<file path="src/rtl/counter_sched_pkg.sv">
// Shared definitions for the counter scheduler: FSM state encoding and default sizes.
package counter_sched_pkg;

  localparam int unsigned DefaultNreq  = 4;
  localparam int unsigned DefaultWidth = 8;

  typedef enum logic [1:0] {
    StIdle = 2'd0,
    StRun  = 2'd1,
    StDone = 2'd2
  } sched_state_e;

endpackage

</file>
<file path="src/rtl/sched_counter.sv">
// WIDTH-bit up-counter shared by the scheduler.
// Ports:
//   clk    rising-edge clock
//   reset  asynchronous active-low reset (count -> 0)
//   clr    synchronous clear, wins over en
//   en     increment enable
//   count  current count value
module sched_counter #(
  parameter int unsigned WIDTH = 8
) (
  input  logic             clk,
  input  logic             reset,
  input  logic             clr,
  input  logic             en,
  output logic [WIDTH-1:0] count
);

  always_ff @(posedge clk or negedge reset) begin
    if (!reset) begin
      count <= '0;
    end else if (clr) begin
      count <= '0;
    end else if (en) begin
      count <= count + WIDTH'(1);
    end
  end

endmodule

</file>
<file path="src/rtl/counter_sched.sv">
// Round-robin scheduler sharing one up-counter among NREQ requesters. The winner owns
// the counter until it reaches the winner's delay, then receives a one-cycle done pulse.
// Ports:
//   clk       rising-edge clock
//   reset     asynchronous active-low reset
//   req       per-requester request level, held until done
//   delay_in  requester i delay at [i*WIDTH +: WIDTH], sampled only at arbitration
//   grant     one-hot current owner, 0 when idle
//   done      one-cycle completion pulse to the owner
//   busy      high while running or signalling done
//   cnt_q     current shared count
module counter_sched
  import counter_sched_pkg::*;
#(
  parameter int unsigned NREQ  = DefaultNreq,
  parameter int unsigned WIDTH = DefaultWidth
) (
  input  logic                  clk,
  input  logic                  reset,
  input  logic [NREQ-1:0]       req,
  input  logic [NREQ*WIDTH-1:0] delay_in,
  output logic [NREQ-1:0]       grant,
  output logic [NREQ-1:0]       done,
  output logic                  busy,
  output logic [WIDTH-1:0]      cnt_q
);

  localparam int unsigned IdxW = (NREQ > 1) ? $clog2(NREQ) : 1;

  sched_state_e     state_q;
  logic [IdxW-1:0]  owner_q;
  logic [IdxW-1:0]  rr_last_q;
  logic [WIDTH-1:0] target_q;

  logic [IdxW-1:0]  cand;
  logic [IdxW-1:0]  win_idx;
  logic             win_found;
  logic             req_own;
  logic             at_target;
  logic             abort;
  logic             cnt_clr;
  logic             cnt_en;

  // Search starts just above the last winner, so the last winner has lowest priority.
  always_comb begin
    cand      = '0;
    win_idx   = '0;
    win_found = 1'b0;
    for (int unsigned i = 1; i <= NREQ; i++) begin
      cand = IdxW'((32'(rr_last_q) + i) % NREQ);
      if (!win_found && req[cand]) begin
        win_found = 1'b1;
        win_idx   = cand;
      end
    end
  end

  assign req_own   = req[owner_q];
  assign at_target = (cnt_q == target_q);
  assign abort     = (state_q == StRun) && !req_own;
  assign cnt_clr   = ((state_q == StIdle) && win_found) || abort;
  // Stop incrementing at the target so the count holds and can never wrap.
  assign cnt_en    = (state_q == StRun) && req_own && !at_target;
  assign busy      = (state_q != StIdle);

  sched_counter #(
    .WIDTH(WIDTH)
  ) u_counter (
    .clk  (clk),
    .reset(reset),
    .clr  (cnt_clr),
    .en   (cnt_en),
    .count(cnt_q)
  );

  always_ff @(posedge clk or negedge reset) begin
    if (!reset) begin
      state_q   <= StIdle;
      owner_q   <= '0;
      rr_last_q <= IdxW'(NREQ - 1);
      target_q  <= '0;
      grant     <= '0;
      done      <= '0;
    end else begin
      done <= '0;
      unique case (state_q)
        StIdle: begin
          if (win_found) begin
            owner_q        <= win_idx;
            rr_last_q      <= win_idx;
            target_q       <= delay_in[win_idx*WIDTH +: WIDTH];
            grant          <= '0;
            grant[win_idx] <= 1'b1;
            state_q        <= StRun;
          end
        end
        StRun: begin
          if (!req_own) begin
            grant   <= '0;
            state_q <= StIdle;
          end else if (at_target) begin
            grant         <= '0;
            done[owner_q] <= 1'b1;
            state_q       <= StDone;
          end
        end
        StDone: begin
          state_q <= StIdle;
        end
        default: begin
          grant   <= '0;
          state_q <= StIdle;
        end
      endcase
    end
  end

endmodule

</file>
<file path="config.mk">
export PLATFORM = sky130hd
export DESIGN_NAME = counter_sched
export DESIGN_NICKNAME = d
export VERILOG_FILES = /design/src/rtl/counter_sched_pkg.sv /design/src/rtl/sched_counter.sv /design/src/rtl/counter_sched.sv
export SDC_FILE = /design/constraint.sdc
export NUM_CORES = 1
export LEC_CHECK = 0
export ABC_AREA = 1
export ABC_CLOCK_PERIOD_IN_PS = 3000
export BUFFER_PORTS_ARGS = -buffer_cell sky130_fd_sc_hd__buf_4
export CAP_MARGIN = 0
export CORE_MARGIN = 1
export CORE_UTILIZATION = 53
export CTS_CLUSTER_SIZE = 8
export DETAILED_ROUTE_END_ITERATION = 7
export GPL_TIMING_DRIVEN = 0
export PLACE_DENSITY = 0.82
export SYNTH_ARGS = -nofsm -noshare
export SYNTH_HDL_FRONTEND = slang
export SYNTH_HIERARCHICAL = 1
export SYNTH_SLANG_ARGS = --single-unit
</file>
<file path="constraint.sdc">
create_clock -name clk -period 3 [get_ports clk]
set_input_delay 0.3 -clock clk [delete_from_list [all_inputs] [get_ports clk]]
set_output_delay 0.3 -clock clk [all_outputs]
set_load 0.01 [all_outputs]
</file>
==> impl_metrics.yaml, run 1 <==
status:
  status: "completed"
setup_path:
  critPathTopFamily: "simple AND/OR/NAND/NOR gates"
  r2r_end: "u_counter/count[5]"
  slowest_stage: "dfstp_2"
  worstSetupStartpointType: "flop"
  critical_path_required_ps: 3210
  crit_cells: 16
  path_max_fanout: 10
  r2r-start: "rr_last_q[0]"
  worstSetupEndpoint: "u_counter/count[5]"
  rrSetupSlack_ps: 560
  crit_chain: "buf_4, inv_6, nand2_1, nand2_1, nand2_1, nand2_2, nor2_4, nand3_4, nand2_1, buf_2, nand2_1, nor2_2, nor2_4, nand3b_1, nand2_1, nor2_1"
  end_kind: "flop"
  worstPathArrival_ps: 2650
  r2r_cells: 16
  critPathMaxStageDelay_ps: 520
  critical_path_class: "flop to flop"
  cpMostUsedCell: "nand2_1"
  critPathLaunch: "rr_last_q[0]"
  path_buf_inv: 3
power_and_ir_drop:
  powerDensity_mw_per_mm2: 1100
  peakVddDrop_mv: 0.997
  comb_power_share_pct: 66.8
  clockPowerShare_pct: 11.7
  leakage_nw: 1.46
  pwr-share-seq_pct: 21.5
  swShare_pct: 51.3
  p_int_mw: 1.40
  switchingPower_mw: 1.47
global_route:
  use_met1_pct: 32.4
  antenna_found_initial: 0
  use_met3_pct: 5.71
  grt.overflow.total: 0
  top_usage_layer: "met2"
  grt_pass1_vias: 1892
  met2_usage_pct: 38.9
  grt_max_degree: 31
  grt_first_pass_wirelength_mm: 7.94
  grt_use_total_pct: 24.7
floorplan:
  pin_count: 55
  die_area_mm2: 0.00413
  rows: 22
  fp.dieH_um: 64.2
  start_util_pct: 55.7
  coreArea_mm2: 0.00369
  die_x_um: 64.2
route:
  wl_per_cell_um: 10.8
  via_per_inst: 5.01
  antenna_left: 0
  dr_total_vias: 2085
  routed_wirelength_mm: 4.49
  first_pass_iters: 4
  drt_first_iter_violations: 125
  drc: 0
layout:
  seqCellArea_um2: 753
  drive_above_1_share_pct: 25.0
  n_antenna_cell: 0
  nFillCells: 311
  layout_commonest_cell: "nand2_1"
  multi_input_area_mm2: 0.00112
  final_cell_mix: "nand2_1, buf_4, nand3_1, dfrtp_1, inv_1"
  post-route-util_pct: 71.0
  finalNonFillerCells: 416
  area_delta_synth_final_pct: 27.6
  nets: 406
synthesis:
  synth_cell_types: 31
  synthArstFlopShare_pct: 100
  yosys.area.top_type_share_pct: 34.1
  synth_area_leaders: "dfrtp_1, nand2_1, nand3_1, inv_1, nor2_1"
  synth_flop_cell: "dfrtp_1"
  ys_warn_count: 6
  ys_seq_elements: 30
  synth_fp_nets: 344
  synthCells: 305
  avgSynthCellArea_um2: 6.73
  ys_seq_area_share_pct: 36.7
  syn-cell-area_mm2: 0.00205
  yosysTopAreaCell: "dfrtp_1"
  synth_edf_count: 0
placed_design:
  dp.cells: 407
  place_ws_ps: 586
  hpwl_mm: 3.46
  place_congestion: 0.837
  io_buffer_count: 54
cts:
  cts_tree: "done"
  holdBufCountCts: 1
  cts_buffer_depth: 2
  cts_resized: 0
  clkTransAtPathRegs_ps: 60
  clock-sinks: 30
  clkLatencyLatePin_ps: 290
  cts_inserted_buffers: 5
  root_buffer: "clkbuf_8"
  htree_levels: 2
  post_cts_buffers: 0
timing:
  setup_violations: 0
  rsz0062_at_grt: "false"
  finalCriticalPeriod_ps: 2440
  worst_slack_ps: 561
  hold_ws_ps: 388
  fin_tns_setup_ps: 0
  worst-slew-pin-transition_ps: 364
  final.setup_skew_ps: 3.98
  report.final.slew_viol_count: 0
  final_hold_viol_count: 0
  fmax_mhz: 410
  fin_crit_sh_pct: 81.3
  slew_headroom_pct: 75.7
worst_hold_path:
  hold_path.class: "primary input to flop"
  holdPathStages: 7
job:
  cap_violations: 0
-- cell usage after synthesis, types with 5 or more instances --
| cell type | number |
|---|---|
| nand2_1 | 137 |
| dfrtp_1 | 28 |
| nand3_1 | 28 |
| inv_1 | 25 |
| nor2_1 | 17 |
| o21ai_0 | 7 |
| a21oi_1 | 6 |
| nand4_1 | 6 |
| xor2_1 | 6 |
| nand2_2 | 5 |
-- through the flow --
step / total power, mW / cell area, um^2
global route: 3.20 / 2620
finish: 2.87 / 2620
CTS: 2.87 / 2620
global placement: 2.50 / 2520
floorplan: 2.12 / 2050
detailed placement: 2.53 / 2520
-- per-layer routing --
layer | share of wire (%) | routed length, um | vias up
met5 | 0 | 0 | -
met4 | 2.5 | 112 | 0
met3 | 4.6 | 207 | 9
met2 | 46 | 2090 | 72
met1 | 46 | 2090 | 919
li1 | - | - | 1085
-- worst reg2reg max path, stage by stage, from the launching register on --
cell and delay, ps:
dfstp_2 520, buf_4 180, inv_6 70, nand2_1 60
nand2_1 90, nand2_1 100, nand2_2 70, nor2_4 120
nand3_4 150, nand2_1 130, buf_2 210, nand2_1 120
nor2_2 230, nor2_4 80, nand3b_1 80, nand2_1 50
nor2_1 120
-- final cells by class --
cell class / count / area share (%)
clock buffers: 7 / 3.30
plain buffers: 9 / 2.48
clock inverters: 1 / 0.191
flip-flops and latches: 30 / 28.7
well taps: 48 / 2.29
multi-input cells: 236 / 42.6
inverters: 30 / 4.49
repair buffers: 55 / 15.9
-- kinds of logic (layout without fill, tap and decap cells) --
kind of cell,count (synthesis),in the layout,synth area share [%]
simple gates,207,207,44.8
buf+inv,39,102,8.90
flops,30,30,36.7
compound gates,21,21,6.03
xor+xnor,7,7,2.99
fa+ha+maj,1,1,0.609
-- power groups by stage --
stage,Sequential [mW],Combinational [mW],Clock [mW]
5_1_grt,0.634,2.21,0.355
3_5_place_dp,0.624,1.91,0
2_1_floorplan,0.613,1.50,0
6_report,0.618,1.92,0.335
3_3_place_gp,0.620,1.88,0
4_1_cts,0.618,1.92,0.335
-- sequential cells by signal, summed over array words and instances, names as in the netlist --
name and count:
target_q 8, rr_last_q 2, grant 4, u_counter/count 8, state_q 2, done 4
owner_q 2
-- worst min path at each step --
stage | end | slack [ps] | startpoint
final | target_q[5] | 390 | delay_in[21]
after global routing | target_q[3] | 410 | delay_in[19]
after CTS | target_q[5] | 390 | delay_in[21]
after detailed placement | done[2] | 250 | reset
after global placement | u_counter/count[0] | 240 | reset
after floorplan | done[0] | 4 | reset
Power figures use the tool's default switching activity.
==> inputs of run 2 (changes only) <==
--- a/config.mk
+++ b/config.mk
@@ -5,16 +5,16 @@
 export SDC_FILE = /design/constraint.sdc
 export NUM_CORES = 1
 export LEC_CHECK = 0
-export ABC_AREA = 1
-export ABC_CLOCK_PERIOD_IN_PS = 3000
+export ABC_AREA = 0
+export ABC_CLOCK_PERIOD_IN_PS = 2100
 export BUFFER_PORTS_ARGS = -buffer_cell sky130_fd_sc_hd__buf_4
 export CAP_MARGIN = 0
 export CORE_MARGIN = 1
-export CORE_UTILIZATION = 53
+export CORE_UTILIZATION = 45
 export CTS_CLUSTER_SIZE = 8
 export DETAILED_ROUTE_END_ITERATION = 7
 export GPL_TIMING_DRIVEN = 0
-export PLACE_DENSITY = 0.82
+export PLACE_DENSITY = 0.77
 export SYNTH_ARGS = -nofsm -noshare
 export SYNTH_HDL_FRONTEND = slang
 export SYNTH_HIERARCHICAL = 1
==> constraint.sdc (replaced) <==
create_clock -name clk -period 2.1 [get_ports clk]
set_input_delay 0.21 -clock clk [delete_from_list [all_inputs] [get_ports clk]]
set_output_delay 0.21 -clock clk [all_outputs]
set_load 0.01 [all_outputs]
==> run 2 against run 1 <==
Count of clock-buffer cells in the layout is 2 lower. Utilization is 2.6 points lower. Total power is 2.3% lower. Register-to-register slack worse by 490 ps. Non-clock buffer count is 5 higher. Maximum frequency is 20% higher. Via count is 26% lower. Worst setup slack worse by 490 ps. Cell count is 32% lower. Sequential share of layout area is 3.1 points higher. Die area is 2.3% lower. Global-route usage is 3.4 points lower. Critical path type unchanged. Largest power group unchanged.
==> impl_metrics.yaml, run 2 <==
status:
  status: "completed"
synthesis:
  synth_flop_cell: "dfrtp_1"
  syn-cell-area_mm2: 0.00170
  synthArstFlopShare_pct: 100
  ys_seq_elements: 30
  yosysTopAreaCell: "dfrtp_1"
  ys_warn_count: 6
  yosys.area.top_type_share_pct: 41.2
  synth_fp_nets: 202
  synth_area_leaders: "dfrtp_1, a211oi_1, mux2i_1, xnor2_1, nor2_1"
  avgSynthCellArea_um2: 10.4
  synth_cell_types: 42
  ys_seq_area_share_pct: 44.3
  yosysMostFrequentCell: "dfrtp_1"
  synthTopCellsByCount: "dfrtp_1, nor2_1, a211oi_1"
  synth_edf_count: 0
  synthCells: 163
layout:
  post-route-util_pct: 68.4
  drive_above_1_share_pct: 40.7
  nFillCells: 285
  seqCellArea_um2: 756
  area_delta_synth_final_pct: 39.5
  final_cell_mix: "buf_4, dfrtp_1, nor2_1, a211oi_1, mux2i_1"
  reg_top3: "target_q (8), u_counter/count (8)"
  nets: 274
  n_antenna_cell: 0
  layout_commonest_cell: "buf_4"
  multi_input_area_um2: 916
cts:
  clkTransAtPathRegs_ps: 60
  clkLatencyLatePin_ps: 290
  htree_levels: 2
  cts_inserted_buffers: 5
  clock-sinks: 30
  root_buffer: "clkbuf_8"
  cts_tree: "done"
  cts_buffer_depth: 2
setup_path:
  critPathLaunch: "owner_q[0]"
  r2r_cells: 6
  slowest_stage: "mux4_2"
  critPathTopFamily: "multiplexers"
  critical_path_class: "flop to flop"
  r2r_end: "u_counter/count[5]"
  worstSetupEndpoint: "u_counter/count[5]"
  path_buf_inv: 1
  critical_path_required_ps: 2310
  path_max_fanout: 5
  rrSetupSlack_ps: 70
  worstPathArrival_ps: 2240
  end_kind: "flop"
  worstSetupStartpointType: "flop"
  crit_cells: 6
  r2r-start: "owner_q[0]"
  critPathMaxStageDelay_ps: 540
  crit_chain: "mux4_2, o21ai_0, buf_4, o2111ai_4, or3_1, a21oi_1"
power_and_ir_drop:
  switchingPower_mw: 1.04
  peakVddDrop_mv: 0.843
  clockPowerShare_pct: 20.3
  p_int_mw: 1.77
  pwr-share-seq_pct: 33.4
  powerDensity_mw_per_mm2: 1180
  leakage_nw: 1.06
  swShare_pct: 37.0
  comb_power_share_pct: 46.3
timing:
  fmax_mhz: 492
  final.setup_skew_ps: 2.35
  finalCriticalPeriod_ps: 2030
  fin_crit_sh_pct: 96.8
  slew_headroom_pct: 52.3
  worst-slew-pin-transition_ps: 709
  setup_violations: 0
  rsz0062_at_grt: "false"
  final_hold_viol_count: 0
  report.final.slew_viol_count: 0
  hold_ws_ps: 271
global_route:
  use_met1_pct: 25.0
  grt_pass1_vias: 1457
  grt_first_pass_wirelength_mm: 6.56
  use_met3_pct: 5.62
  grt.overflow.total: 0
  met2_usage_pct: 35.5
  grt_use_total_pct: 21.3
  top_usage_layer: "met2"
  antenna_found_initial: 0
  grt_max_degree: 31
worst_hold_path:
  hold_path.class: "primary input to flop"
route:
  routed_wirelength_mm: 4.06
  wl_per_cell_um: 14.4
  dr_total_vias: 1542
  antenna_left: 0
  drc: 0
  via_per_inst: 5.47
  first_pass_iters: 4
  drt_first_iter_violations: 58
placed_design:
  hpwl_mm: 2.97
  io_buffer_count: 54
  place_congestion: 0.822
floorplan:
  die_x_um: 63.5
  pin_count: 55
  coreArea_mm2: 0.00347
  rows: 21
  start_util_pct: 49.1
  fp.dieH_um: 63.5
  die_area_mm2: 0.00403
job:
  cap_violations: 0
-- run 2: cell count changes after synthesis, moves of 10 or more --
cell	previous run	this run
nand2_1	137	6
nand3_1	28	2
inv_1	25	2
a211oi_1	0	16
mux2i_1	0	10
-- run 2: timing repair --
item	in CTS	in global routing
setup endpoints to repair	2	10
gates resized for setup	4	4
endpoints found under the hold margin	28	0
setup buffers	3	7
hold buffers	1	0
pin swaps	0	2
-- run 2: worst min path at each step --
stage / slack (ps) / to / cells past startpoint / start
3_3_place_gp: 150 / u_counter/count[4] / 1 / reset
4_1_cts: 270 / target_q[7] / 3 / delay_in[15]
5_1_grt: 280 / target_q[5] / 3 / delay_in[13]
3_5_place_dp: 160 / u_counter/count[4] / 1 / reset
6_report: 270 / target_q[7] / 3 / delay_in[15]
2_1_floorplan: -90 / done[0] / 0 / reset
-- run 2: cells by family (layout without fill, tap and decap cells) --
kind of cell | count (synthesis) | count (layout) | share of synthesized area, %
AOI/OAI and AO/OA | 51 | 51 | 22.9
and+or+nand+nor | 51 | 51 | 16.1
DFF | 30 | 30 | 44.3
xor gates and xnor gates | 12 | 12 | 6.18
muxes | 11 | 11 | 7.43
buffers and inverters | 7 | 80 | 2.43
adders and majority gates | 1 | 1 | 0.735
-- run 2: power groups by stage --
| stage | clock, mW | sequential [mW] | combinational (mW) |
|---|---|---|---|
| after detailed placement | 0 | 0.957 | 1.12 |
| after floorplan | 0 | 0.937 | 0.788 |
| after global routing | 0.608 | 0.959 | 1.42 |
| after global placement | 0 | 0.946 | 1.09 |
| after CTS | 0.577 | 0.941 | 1.18 |
| final | 0.568 | 0.937 | 1.30 |
-- run 2: cell type report --
class                           count  share of cell area (%)
Multi-Input combinational cell    126                    38.6
Buffer                              4                    1.42
Clock inverter                      3                    1.69
Clock buffer                        5                    2.90
Tap cell                           46                    2.42
Timing Repair Buffer               65                    20.7
Inverter                            3                   0.474
Sequential cell                    30                    31.8
-- run 2: per-stage QoR --
stage               cell area (um^2)  setup TNS, ps  std cells  total power, mW  worst slack (ps)
detailed placement              2160           -216        263             2.08              -130
floorplan                       1700              0        163             1.73              50.0
global placement                2160           -119        263             2.04             -60.3
global route                    2370              0        282             2.98              7.47
CTS                             2310              0        275             2.70              16.0
finish                          2370              0        282             2.80              67.5
-- run 2: worst register-to-register path, stage by stage, from the launching register on --
cell and delay [ps]:
dfrtp_2 390, mux4_2 540, o21ai_0 170, buf_4 150
o2111ai_4 150, or3_1 390, a21oi_1 160
-- run 2: per-layer routing --
layer | wire length, um | share of wire [%]
met1 | 1740 | 43
met2 | 2010 | 49
met3 | 242 | 6.0
met4 | 72 | 1.8
met5 | 0 | 0
==> inputs of run 3 (changes only) <==
--- a/config.mk
+++ b/config.mk
@@ -15,6 +15,7 @@
 export DETAILED_ROUTE_END_ITERATION = 7
 export GPL_TIMING_DRIVEN = 0
 export PLACE_DENSITY = 0.77
+export SETUP_SLACK_MARGIN = 0.4
 export SYNTH_ARGS = -nofsm -noshare
 export SYNTH_HDL_FRONTEND = slang
 export SYNTH_HIERARCHICAL = 1
==> run 3 against run 2 <==
Worst setup slack better by 120 ps. Critical path type unchanged. Hold slack worse by 33 ps. Maximum frequency up 6.3%. Routed wire length up 19%. Clock skew about the same. Global-route usage up 3.1 points. Highest routed layer unchanged. Cell count up 2.5%. Non-clock buffer count up 8. Sequential share of layout area down 3.0 points.
==> impl_metrics.yaml, run 3 (synthesis gave the netlist of run 2 again) <==
global_route:
  grt_max_degree: 31
  grt_use_total_pct: 24.4
  grt_pass1_vias: 1601
  top_usage_layer: "met2"
  use_met3_pct: 4.53
  use_met1_pct: 28.7
  grt_first_pass_wirelength_mm: 7.42
  grt.overflow.total: 0
  antenna_found_initial: 0
  met2_usage_pct: 42.4
job:
  cap_violations: 0
timing:
  report.final.slew_viol_count: 0
  setup_violations: 0
  fin_crit_sh_pct: 91.0
  fin_tns_setup_ps: 0
  final.setup_skew_ps: 2.76
  fmax_mhz: 523
  worst-slew-pin-transition_ps: 778
  finalCriticalPeriod_ps: 1910
  slew_headroom_pct: 47.7
  final_hold_viol_count: 0
  rsz0062_at_grt: "true"
worst_hold_path:
  holdPathStages: 3
  hold_path_end: "target_q[2]"
  hold_path.class: "primary input to flop"
  hp-start: "delay_in[18]"
placed_design:
  placed_area_mm2: 0.00218
  io_buffer_count: 54
  place_congestion: 0.808
  hpwl_mm: 3.04
floorplan:
  coreArea_mm2: 0.00347
  fp.dieH_um: 63.5
  pin_count: 55
  die_x_um: 63.5
  die_area_mm2: 0.00403
  rows: 21
  start_util_pct: 49.1
route:
  drc: 0
  antenna_left: 0
  dr_total_vias: 1651
  drt_first_iter_violations: 103
  via_per_inst: 5.71
  wl_per_cell_um: 16.7
  routed_wirelength_mm: 4.83
  first_pass_iters: 4
status:
  status: "completed"
cts:
  clkTransAtPathRegs_ps: 60
  cts_tree: "done"
  clkLatencyLatePin_ps: 290
  root_buffer: "clkbuf_8"
  clock-sinks: 30
  cts_buffer_depth: 2
  cts_inserted_buffers: 5
  htree_levels: 2
layout:
  post-route-util_pct: 76.6
  reg_top3: "target_q (8), u_counter/count (8)"
  drive_above_1_share_pct: 56.8
  n_antenna_cell: 0
  postLayoutCellArea_mm2: 0.00266
  final_cell_mix: "buf_4, dfrtp_1, nor2_1, a211oi_2, dfrtp_2"
  layout_commonest_cell: "buf_4"
  nets: 282
  area_delta_synth_final_pct: 56.0
setup_path:
  worstPathArrival_ps: 2130
  r2r_end: "u_counter/count[7]"
  critical_path_required_ps: 2310
  path_buf_inv: 1
  critPathTopFamily: "multiplexers"
  crit_chain: "mux4_2, o21ai_2, buf_6, o2111ai_4, or3_1, a21oi_1"
  crit_cells: 6
  slowest_stage: "mux4_2"
  critPathLaunch: "owner_q[0]"
  end_kind: "flop"
  rrSetupSlack_ps: 190
  r2r_cells: 6
  r2r-start: "owner_q[0]"
  path_max_fanout: 5
  critPathMaxStageDelay_ps: 550
  worstSetupStartpointType: "flop"
  critical_path_class: "flop to flop"
power_and_ir_drop:
  comb_power_share_pct: 55.7
  clockPowerShare_pct: 14.0
  p_int_mw: 1.90
  leakage_nw: 1.12
  powerDensity_mw_per_mm2: 1180
  pwr-share-seq_pct: 30.3
  switchingPower_mw: 1.24
  peakVddDrop_mv: 0.645
  swShare_pct: 39.5
[run 3: cell count changes in the layout (fill, tap and decap cells not counted), moves of 3 or more]
cell	previous run	this run
a211oi_1	16	5
a211oi_2	0	11
dfrtp_1	26	19
dfrtp_2	2	9
buf_6	2	8
mux2i_1	10	4
mux2i_2	0	4
nor3b_1	3	0
nor3b_2	0	3
[run 3: final cells by class]
| type | count | area (um^2) |
|---|---|---|
| buffer | 4 | 38.8 |
| clock buffer | 7 | 76.3 |
| fill | 234 | 813 |
| inverter | 3 | 11.3 |
| multi-input combinational | 126 | 1120 |
| sequential | 30 | 764 |
| tap | 46 | 57.6 |
| timing repair buffer | 73 | 582 |
[run 3: worst max path at each step]
stage / slack, ps / endpoint
finish: 190 / u_counter/count[7]
global placement: 110 / u_counter/count[5]
detailed placement: 100 / u_counter/count[7]
CTS: 230 / u_counter/count[7]
global route: 100 / u_counter/count[5]
floorplan: 250 / u_counter/count[5]
[run 3: layer usage]
metal / part of all wire (%) / wire (um)
met1: 40 / 1950
met4: 1.9 / 91
met5: 0 / 0
met2: 51 / 2470
met3: 6.4 / 311
[run 3: worst min-delay path: stages]
cell	delay, ps
buf_4	80
a211oi_2	50
a211oi_2	130
[run 3: per-stage QoR]
step	hold slack (ps)	std cells	power, mW	worst slack, ps
finish	238	289	3.14	189
global placement	150	263	2.09	114
CTS	264	283	2.85	228
floorplan	-85.6	163	1.77	251
global route	249	289	3.33	100
detailed placement	159	263	2.14	96.3
[run 3: what timing repair did]
item / in CTS / in global routing
endpoints found under the setup margin: 22 / 23
hold buffers: 1 / 0
gates resized for setup: 23 / 34
setup buffers: 12 / 6
endpoints found under the hold margin: 28 / 0
pin swaps: 11 / 16
[run 3: power by group through the flow]
| stage | combinational, mW | clock (mW) | sequential, mW |
|---|---|---|---|
| 3_3_place_gp | 1.14 | 0 | 0.948 |
| 3_5_place_dp | 1.18 | 0 | 0.958 |
| 6_report | 1.75 | 0.438 | 0.952 |
| 2_1_floorplan | 0.832 | 0 | 0.939 |
| 5_1_grt | 1.88 | 0.473 | 0.979 |
| 4_1_cts | 1.47 | 0.442 | 0.938 |
